<file path="config.mk">
export PLATFORM = sky130hd
export DESIGN_NAME = traffic_light_ctrl_flat
export DESIGN_NICKNAME = d
export VERILOG_FILES = /design/src/rtl/traffic_light_ctrl_if.sv /design/src/rtl/traffic_light_ctrl.sv /design/src/flat_wrapper.sv
export SDC_FILE = /design/constraint.sdc
export NUM_CORES = 1
export LEC_CHECK = 0
export ABC_AREA = 1
export CAP_MARGIN = 10
export CORE_AREA = 4 4 48 50
export DETAILED_ROUTE_END_ITERATION = 7
export DIE_AREA = 0 0 52 54
export HOLD_SLACK_MARGIN = 0.05
export PLACE_DENSITY_LB_ADDON = 0.2
export SYNTH_ARGS = -nofsm -noshare
export SYNTH_HDL_FRONTEND = slang
export SYNTH_SLANG_ARGS = --single-unit
</file>
<file path="constraint.sdc">
create_clock -name clk -period 2.5 [get_ports clk]
set_input_delay 0.5 -clock clk [delete_from_list [all_inputs] [get_ports clk]]
set_output_delay 0.5 -clock clk [all_outputs]
set_load 0.01 [all_outputs]
</file>
<file path="src/rtl/traffic_light_ctrl_if.sv">
// Signal bundle between the intersection controller and its tick source and lamp drivers.
// master drives the tick/request side; slave is the controller itself.
interface traffic_light_ctrl_if;
    logic       tick;
    logic       ped_req;
    logic       ns_g;
    logic       ns_y;
    logic       ns_r;
    logic       ew_g;
    logic       ew_y;
    logic       ew_r;
    logic       walk;
    logic       ped_pending;
    logic [2:0] phase;

    modport master (
        output tick, ped_req,
        input  ns_g, ns_y, ns_r, ew_g, ew_y, ew_r, walk, ped_pending, phase
    );

    modport slave (
        input  tick, ped_req,
        output ns_g, ns_y, ns_r, ew_g, ew_y, ew_r, walk, ped_pending, phase
    );
endinterface

</file>
<file path="src/rtl/traffic_light_ctrl.sv">
// Two-road intersection light sequencer with parametrised phase lengths and all-red clearance.
// Define TL_PED_EN to build the latched pedestrian walk phase.
module traffic_light_ctrl #(
    parameter int unsigned GREEN_TICKS  = 5,
    parameter int unsigned YELLOW_TICKS = 2,
    parameter int unsigned ALLRED_TICKS = 1,
    parameter int unsigned WALK_TICKS   = 4,
    parameter int unsigned CNT_W        = 8
) (
    input logic                  clk,
    input logic                  rst,
    traffic_light_ctrl_if.slave  tl
);

    typedef enum logic [2:0] {
        StNsG  = 3'd0,
        StNsY  = 3'd1,
        StArA  = 3'd2,
        StEwG  = 3'd3,
        StEwY  = 3'd4,
        StArB  = 3'd5,
        StWalk = 3'd6
    } state_e;

    localparam bit             HasAllRed  = (ALLRED_TICKS != 0);
    localparam logic [CNT_W-1:0] GreenLast  = CNT_W'(GREEN_TICKS - 1);
    localparam logic [CNT_W-1:0] YellowLast = CNT_W'(YELLOW_TICKS - 1);
    localparam logic [CNT_W-1:0] AllRedLast = CNT_W'(HasAllRed ? ALLRED_TICKS - 1 : 0);
    localparam logic [CNT_W-1:0] WalkLast   = CNT_W'(WALK_TICKS - 1);

    // Lamp vector order: {ns_g, ns_y, ns_r, ew_g, ew_y, ew_r, walk}
    localparam logic [6:0] LampsNsG  = 7'b1000010;
    localparam logic [6:0] LampsNsY  = 7'b0100010;
    localparam logic [6:0] LampsEwG  = 7'b0011000;
    localparam logic [6:0] LampsEwY  = 7'b0010100;
    localparam logic [6:0] LampsRed  = 7'b0010010;
    localparam logic [6:0] LampsWalk = 7'b0010011;

    state_e             state_q, state_d, state_nxt, cycle_end;
    logic [CNT_W-1:0]   count_q, count_d, last;
    logic               ped_q, ped_d;
    logic [6:0]         lamps_q, lamps_d;
    logic               valid;

    always_comb begin
        state_d   = state_q;
        count_d   = count_q;
        last      = '0;
        state_nxt = StNsG;
        valid     = 1'b1;
`ifdef TL_PED_EN
        cycle_end = ped_q ? StWalk : StNsG;
`else
        cycle_end = StNsG;
`endif

        case (state_q)
            StNsG: begin last = GreenLast;  state_nxt = StNsY;                      end
            StNsY: begin last = YellowLast; state_nxt = HasAllRed ? StArA : StEwG;  end
            StArA: begin last = AllRedLast; state_nxt = StEwG;                      end
            StEwG: begin last = GreenLast;  state_nxt = StEwY;                      end
            StEwY: begin last = YellowLast; state_nxt = HasAllRed ? StArB : cycle_end; end
            StArB: begin last = AllRedLast; state_nxt = cycle_end;                  end
`ifdef TL_PED_EN
            StWalk: begin last = WalkLast;  state_nxt = StNsG;                      end
`endif
            default: valid = 1'b0;
        endcase

        // Unreachable codes recover to NS_G regardless of tick.
        if (!valid) begin
            state_d = StNsG;
            count_d = '0;
        end else if (tl.tick) begin
            if (count_q == last) begin
                state_d = state_nxt;
                count_d = '0;
            end else begin
                count_d = count_q + CNT_W'(1);
            end
        end

`ifdef TL_PED_EN
        // Entering WALK clears the latch even if a request arrives the same cycle.
        if (state_d == StWalk && state_q != StWalk) begin
            ped_d = 1'b0;
        end else if (tl.ped_req && state_q != StWalk) begin
            ped_d = 1'b1;
        end else begin
            ped_d = ped_q;
        end
`else
        ped_d = 1'b0;
`endif

        case (state_d)
            StNsG:   lamps_d = LampsNsG;
            StNsY:   lamps_d = LampsNsY;
            StEwG:   lamps_d = LampsEwG;
            StEwY:   lamps_d = LampsEwY;
            StWalk:  lamps_d = LampsWalk;
            default: lamps_d = LampsRed;
        endcase
    end

    always_ff @(posedge clk) begin
        if (rst) begin
            state_q <= StNsG;
            count_q <= '0;
            ped_q   <= 1'b0;
            lamps_q <= LampsNsG;
        end else begin
            state_q <= state_d;
            count_q <= count_d;
            ped_q   <= ped_d;
            lamps_q <= lamps_d;
        end
    end

`ifndef TL_PED_EN
    logic unused_ped_req;
    assign unused_ped_req = tl.ped_req;
`endif

    assign tl.ns_g        = lamps_q[6];
    assign tl.ns_y        = lamps_q[5];
    assign tl.ns_r        = lamps_q[4];
    assign tl.ew_g        = lamps_q[3];
    assign tl.ew_y        = lamps_q[2];
    assign tl.ew_r        = lamps_q[1];
    assign tl.walk        = lamps_q[0];
    assign tl.ped_pending = ped_q;
    assign tl.phase       = state_q;

endmodule

</file>
<file path="src/flat_wrapper.sv">
// flat-port wrapper written by rule: the top's interface ports become plain ports
module traffic_light_ctrl_flat 
#(
    parameter int unsigned GREEN_TICKS  = 5,
    parameter int unsigned YELLOW_TICKS = 2,
    parameter int unsigned ALLRED_TICKS = 1,
    parameter int unsigned WALK_TICKS   = 4,
    parameter int unsigned CNT_W        = 8
)
  (clk, rst, tl_tick, tl_ped_req, tl_ns_g, tl_ns_y, tl_ns_r, tl_ew_g, tl_ew_y, tl_ew_r, tl_walk, tl_ped_pending, tl_phase);
  traffic_light_ctrl_if tl_i ();
  input logic clk;
  input logic rst;
  input wire logic [$bits(tl_i.tick)-1:0] tl_tick;
  input wire logic [$bits(tl_i.ped_req)-1:0] tl_ped_req;
  output wire logic [$bits(tl_i.ns_g)-1:0] tl_ns_g;
  output wire logic [$bits(tl_i.ns_y)-1:0] tl_ns_y;
  output wire logic [$bits(tl_i.ns_r)-1:0] tl_ns_r;
  output wire logic [$bits(tl_i.ew_g)-1:0] tl_ew_g;
  output wire logic [$bits(tl_i.ew_y)-1:0] tl_ew_y;
  output wire logic [$bits(tl_i.ew_r)-1:0] tl_ew_r;
  output wire logic [$bits(tl_i.walk)-1:0] tl_walk;
  output wire logic [$bits(tl_i.ped_pending)-1:0] tl_ped_pending;
  output wire logic [$bits(tl_i.phase)-1:0] tl_phase;
  assign tl_i.tick = tl_tick;
  assign tl_i.ped_req = tl_ped_req;
  assign tl_ns_g = tl_i.ns_g;
  assign tl_ns_y = tl_i.ns_y;
  assign tl_ns_r = tl_i.ns_r;
  assign tl_ew_g = tl_i.ew_g;
  assign tl_ew_y = tl_i.ew_y;
  assign tl_ew_r = tl_i.ew_r;
  assign tl_walk = tl_i.walk;
  assign tl_ped_pending = tl_i.ped_pending;
  assign tl_phase = tl_i.phase;
  traffic_light_ctrl #(.GREEN_TICKS(GREEN_TICKS), .YELLOW_TICKS(YELLOW_TICKS), .ALLRED_TICKS(ALLRED_TICKS), .WALK_TICKS(WALK_TICKS), .CNT_W(CNT_W)) u_core (.clk(clk), .rst(rst), .tl(tl_i));
endmodule
</file>
After elaboration in Yosys (flattened, before gate mapping). Index checks and enable logic that the tools add are counted. W data, S select, Z words.

Register bits after elaboration: 18. Output and inout bits: 11. Input bits: 4. Logic and storage cells: 29.

Add/sub/neg operators: 1. Reduce and logical (&&, ||, !) cells: 6. Equality and inequality tests: 10. Mux-type cells: 8. Bitwise logic cells: 1.

Operator list (count): $pmux W7 S5 (1); $pmux W3 S5 (1); $eq A3 B3 Y1 const B (4); $eq A3 B2 Y1 const B (3); $mux W3 (3); $add A8 B1 Y8 const B (1); $eq A8 B3 Y1 (1); $mux W8 (1); $eq A3 B1 Y1 const B (2); $logic_not A3 Y1 (2); $pmux W3 S2 (1); $reduce_or A2 Y1 (3); $reduce_or A6 Y1 (1); $mux W1 (1); $not A1 Y1 (1).

Logic depth before layout (Yosys ltp).
Word-level depth: 9. Depth in mapped cells: 12. Depth with buffers taken out: 12.

Worst setup path after synthesis. Ideal clock, no wire load.

Path kind: input to register. Start point: in tl_tick. End point: reg u_core.count_q[7]. Arrival: 1378 ps. Stages on the path: 7. Data required time: 2379 ps. Setup time: 121 ps. Setup slack: 1001 ps. Buffers on the path: 1. Cell sequence: buf_2 > nand2_1 > nor2_1 > nand3_1 > and3b_1 > nand2_1 > nor3b_1.

RTL lines: from (decl) (RTL line flat_wrapper.sv:14) `input wire logic [$bits(tl_i.tick)-1:0] tl_tick;`; to (signal assigned) (RTL line traffic_light_ctrl.sv:114) `count_q <= count_d;`; to (decl) (RTL line traffic_light_ctrl.sv:40) `logic [CNT_W-1:0] count_q, count_d, last;`.

Worst setup path after layout.
Start point: reg u_core.state_q[0], in the netlist u_core.tl.phase[0]. End point: out tl_phase[0].

RTL lines: from (decl) (RTL line traffic_light_ctrl.sv:39) `state_e state_q, state_d, state_nxt, cycle_end;`; from (signal assigned) (RTL line traffic_light_ctrl.sv:108) `state_q <= StNsG;`; from (signal assigned) (RTL line traffic_light_ctrl.sv:113) `state_q <= state_d;`; to (decl) (RTL line flat_wrapper.sv:24) `output wire logic [$bits(tl_i.phase)-1:0] tl_phase;`.

No word-level cell between the ends.

==> summary.md <==
| Metric | Value |
|---|---|
| Synth area leaders | dfxtp_1 41%, nand2_1 11%, nor2_1 9.8% |
| Initial DRC count | 11 |
| Tot Pwr | 0.518 mW |
| Cell family with most CP delay | buffers and inverters |
| Switching portion of total power | 22.9% |
| Status | completed |
| Area Overhead vs Synth | 21.4% |
| Commonest cells after routing, fill and taps aside | 25 x nand2_1, 23 x nor2_1, 18 x dfxtp_1 |
| Synthesis Warnings | 0 |
| Initial Utilization | 46.4% |
| RSZ-0062 raised after global routing | false |
| Post-CTS Resized | 0 |
| Post-synthesis xor/xnor area fraction | 3.97% |
| Area of the multi-input gates | ~470 µm² |
| Mapped cell area | between 800 and 900 µm² |
| Site Rows | 16 |
| Main combinational cell family by area after synthesis | simple AND/OR/NAND/NOR gates |
| Sw Pwr | approximately 0.12 mW |
| Avg Cell Area, Syn | ~7.3 µm² |
| Die H | roughly 54 µm |
| Final Hold Fails | 0 |
| Commonest non-fill, non-tap cell in the layout | nand2_1 |
| First-pass GRT wire length | 2770 µm |
| Number of synthesized register bits | 18 |
| Hold Slack | approximately 0.53 ns |
| Pwr dens | 483 nW/µm² |
| Final worst-path setup slack | around 0.63 ns |
| CTS tree | yes |
| Final RePlAce weighted congestion | 0.846 |
| Leakage | 0.476 nW |
| Clk pin slew, worst setup/hold paths | 0.10 ns |
| DP Area | 1040 µm² |
| Clock sink count | 18 |
| Pre-CTS setup slack | 0.549 ns |
| Setup repair bufs after CTS | 0 |
| CTS H-tree depth | 1 |
| PortBufs | 12 |
| CP max-delay cell | clkdlybuf4s50_1 |
| Drt pass-1 iters | 4 |
| Hold Path Class | flip-flop to flip-flop |
| Fin nets | between 100 and 150 |
| Core box area | 1900 µm² |
| Min Tclk post-route | between 1.5 and 2 ns |
| Critical path depth in cells | 1 |
| CP Capture Type | output port |
| Layout cells sized above 1 | 16.8% |
| Die ar. | roughly 2800 µm² |
| Slew Limit Fails | 0 |
| Clk Latency, worst-skew pair | 0.28 ns |
| Max-capacitance violation count | 0 |
| Cells after synthesis | between 100 and 150 |
| Avg WL per Cell | 10.1 µm |
| Seq. cell area | about 360 µm² |
| Seq/Total Area, Yosys | 40.8% |
| Combinational share of power | 9.2% |
| Via/cell ratio | 4.64 |
| Simple-Gate Fraction of Synth Area | a little under half |
| Largest net degree at the start of global routing | 11 |
| DRC | 0 |
| Final setup fails | 0 |
| Arrival time worst endpoint | 1.37 ns |
| Post-synthesis adder-cell area fraction | 1.42% |
| Synth top area share | 40.8% |
| Final setup TNS | 0 ns |
| Routed vias | 761 |
| CP required | 2.00 ns |
| Boundary Pins | 15 |
| Reg power frac | between 50 and 60% |
| Clock Path Buffers | 2 |
| Vias in the first global route | approximately 700 |
| Synth Area in Compound Gates | under 10% |
| Total track usage | 13.3% |
| FF-to-FF path depth | 11 |
| F_max | approximately 530 MHz |
| Die Width | 52 µm |
| WP buf/inv | 1 |
| Final instance area | 1070 µm² |
| Clock Power Share | approximately 34% |
| Clk_skew | roughly 0.0011 ns |
| Setup crit start kind | flip-flop |
| Pint | 0.399 mW |
| Drt total wl | 1660 µm |
| Hold Buf Count CTS | 0 |
| Post-DP HPWL | 1320 µm |
| CP max stage delay | 0.60 ns |
| Initial antenna violation count | 0 |
| Cells on Worst Hold Path | 2 |
| Crit-path max FO | 8 |
| Crit-path cells | clkdlybuf4s50_1 |
| Synth cell types | 24 |
| Critical path type | flip-flop to output port |
| Fraction of synthesized area in multiplexers | 0% |
| Gr ovfl total | 0 |
| Root Buffer | clkbuf_4 |
| Filler Cells Inserted | 193 |
| Antenna-violating nets left | 0 |
| Leading area contributor after synthesis | dfxtp_1 |
| Max rail drop VDD | 323 µV |
| CTS Buf Count | 3 |
| Fin crit share | 74.9% |
| Diodes inserted | 0 |
routing by layer:
layer / vias to the layer above / share of wire (%) / GRT usage, %
li1: 414 / - / -
met1: 338 / 52 / 17.3
met2: 7 / 44 / 20.7
met3: 2 / 3.0 / 3.32
met4: 0 / 0.60 / 5.68
met5: - / 0 / 0
cell families (layout without fill, tap and decap cells):
family                   count (synthesis)  in the layout
AND/OR/NAND/NOR                         81             81
adder cells (fa/ha/maj)                  1              1
other                                    1              2
buffers and inverters                   14             29
flip-flops                              18             18
AO/OA/AOI/OAI                            2              2
XOR/XNOR                                 4              4
through the flow:
stage	std cells	utilization, %
3_3_place_gp	160	54.5
4_1_cts	164	56.4
3_5_place_dp	160	54.5
5_1_grt	164	56.4
2_1_floorplan	122	-
6_report	164	56.4
flip-flops by register name, summed over array words and instances, names as in the netlist:
signal	cells
u_core.count_q	8
u_core.lamps_q	7
u_core.tl.phase	3
power by group through the flow:
| stage | Combinational (mW) | Sequential (mW) | Clock (mW) |
|---|---|---|---|
| 2_1_floorplan | 0.0336 | 0.303 | 0 |
| 3_3_place_gp | 0.0463 | 0.303 | 0 |
| 3_5_place_dp | 0.0474 | 0.303 | 0 |
| 4_1_cts | 0.0476 | 0.297 | 0.182 |
| 5_1_grt | 0.0534 | 0.298 | 0.195 |
| 6_report | 0.0475 | 0.296 | 0.174 |
worst paths after layout:
check / slack, ns / to / startpoint
max reg2reg: 0.87 / u_core.lamps_q[6]$_SDFF_PP1_ / u_core.tl.phase[0]$_SDFF_PP0_
min: 0.53 / u_core.count_q[7]$_SDFFE_PP0P_ / u_core.count_q[7]$_SDFFE_PP0P_
max: 0.63 / tl_phase[0] / u_core.tl.phase[0]$_SDFF_PP0_
min reg2reg: 0.53 / u_core.count_q[7]$_SDFFE_PP0P_ / u_core.count_q[7]$_SDFFE_PP0P_
cells in the mapped netlist (all sizes together):
| library cell | count |
|---|---|
| or2 | 1 |
| inv | 11 |
| xnor2 | 1 |
| nand2 | 31 |
| nand3 | 15 |
| nand4 | 4 |
| clkinv | 1 |
| a21oi | 2 |
| nor3b | 1 |
| ha | 1 |
| buf | 2 |
| dfxtp | 18 |
| xor2 | 3 |
| nor3 | 2 |
| conb | 1 |
| and3b | 1 |
| nor2 | 26 |
layout make-up:
type | instances | area share, %
clock buffer | 4 | 3.38
sequential | 18 | 33.6
inverter | 12 | 4.32
timing repair buffer | 13 | 11.9
multi-input combinational | 90 | 43.6
tap | 27 | 3.15
No activity file was read; power rests on OpenSTA's default activity.
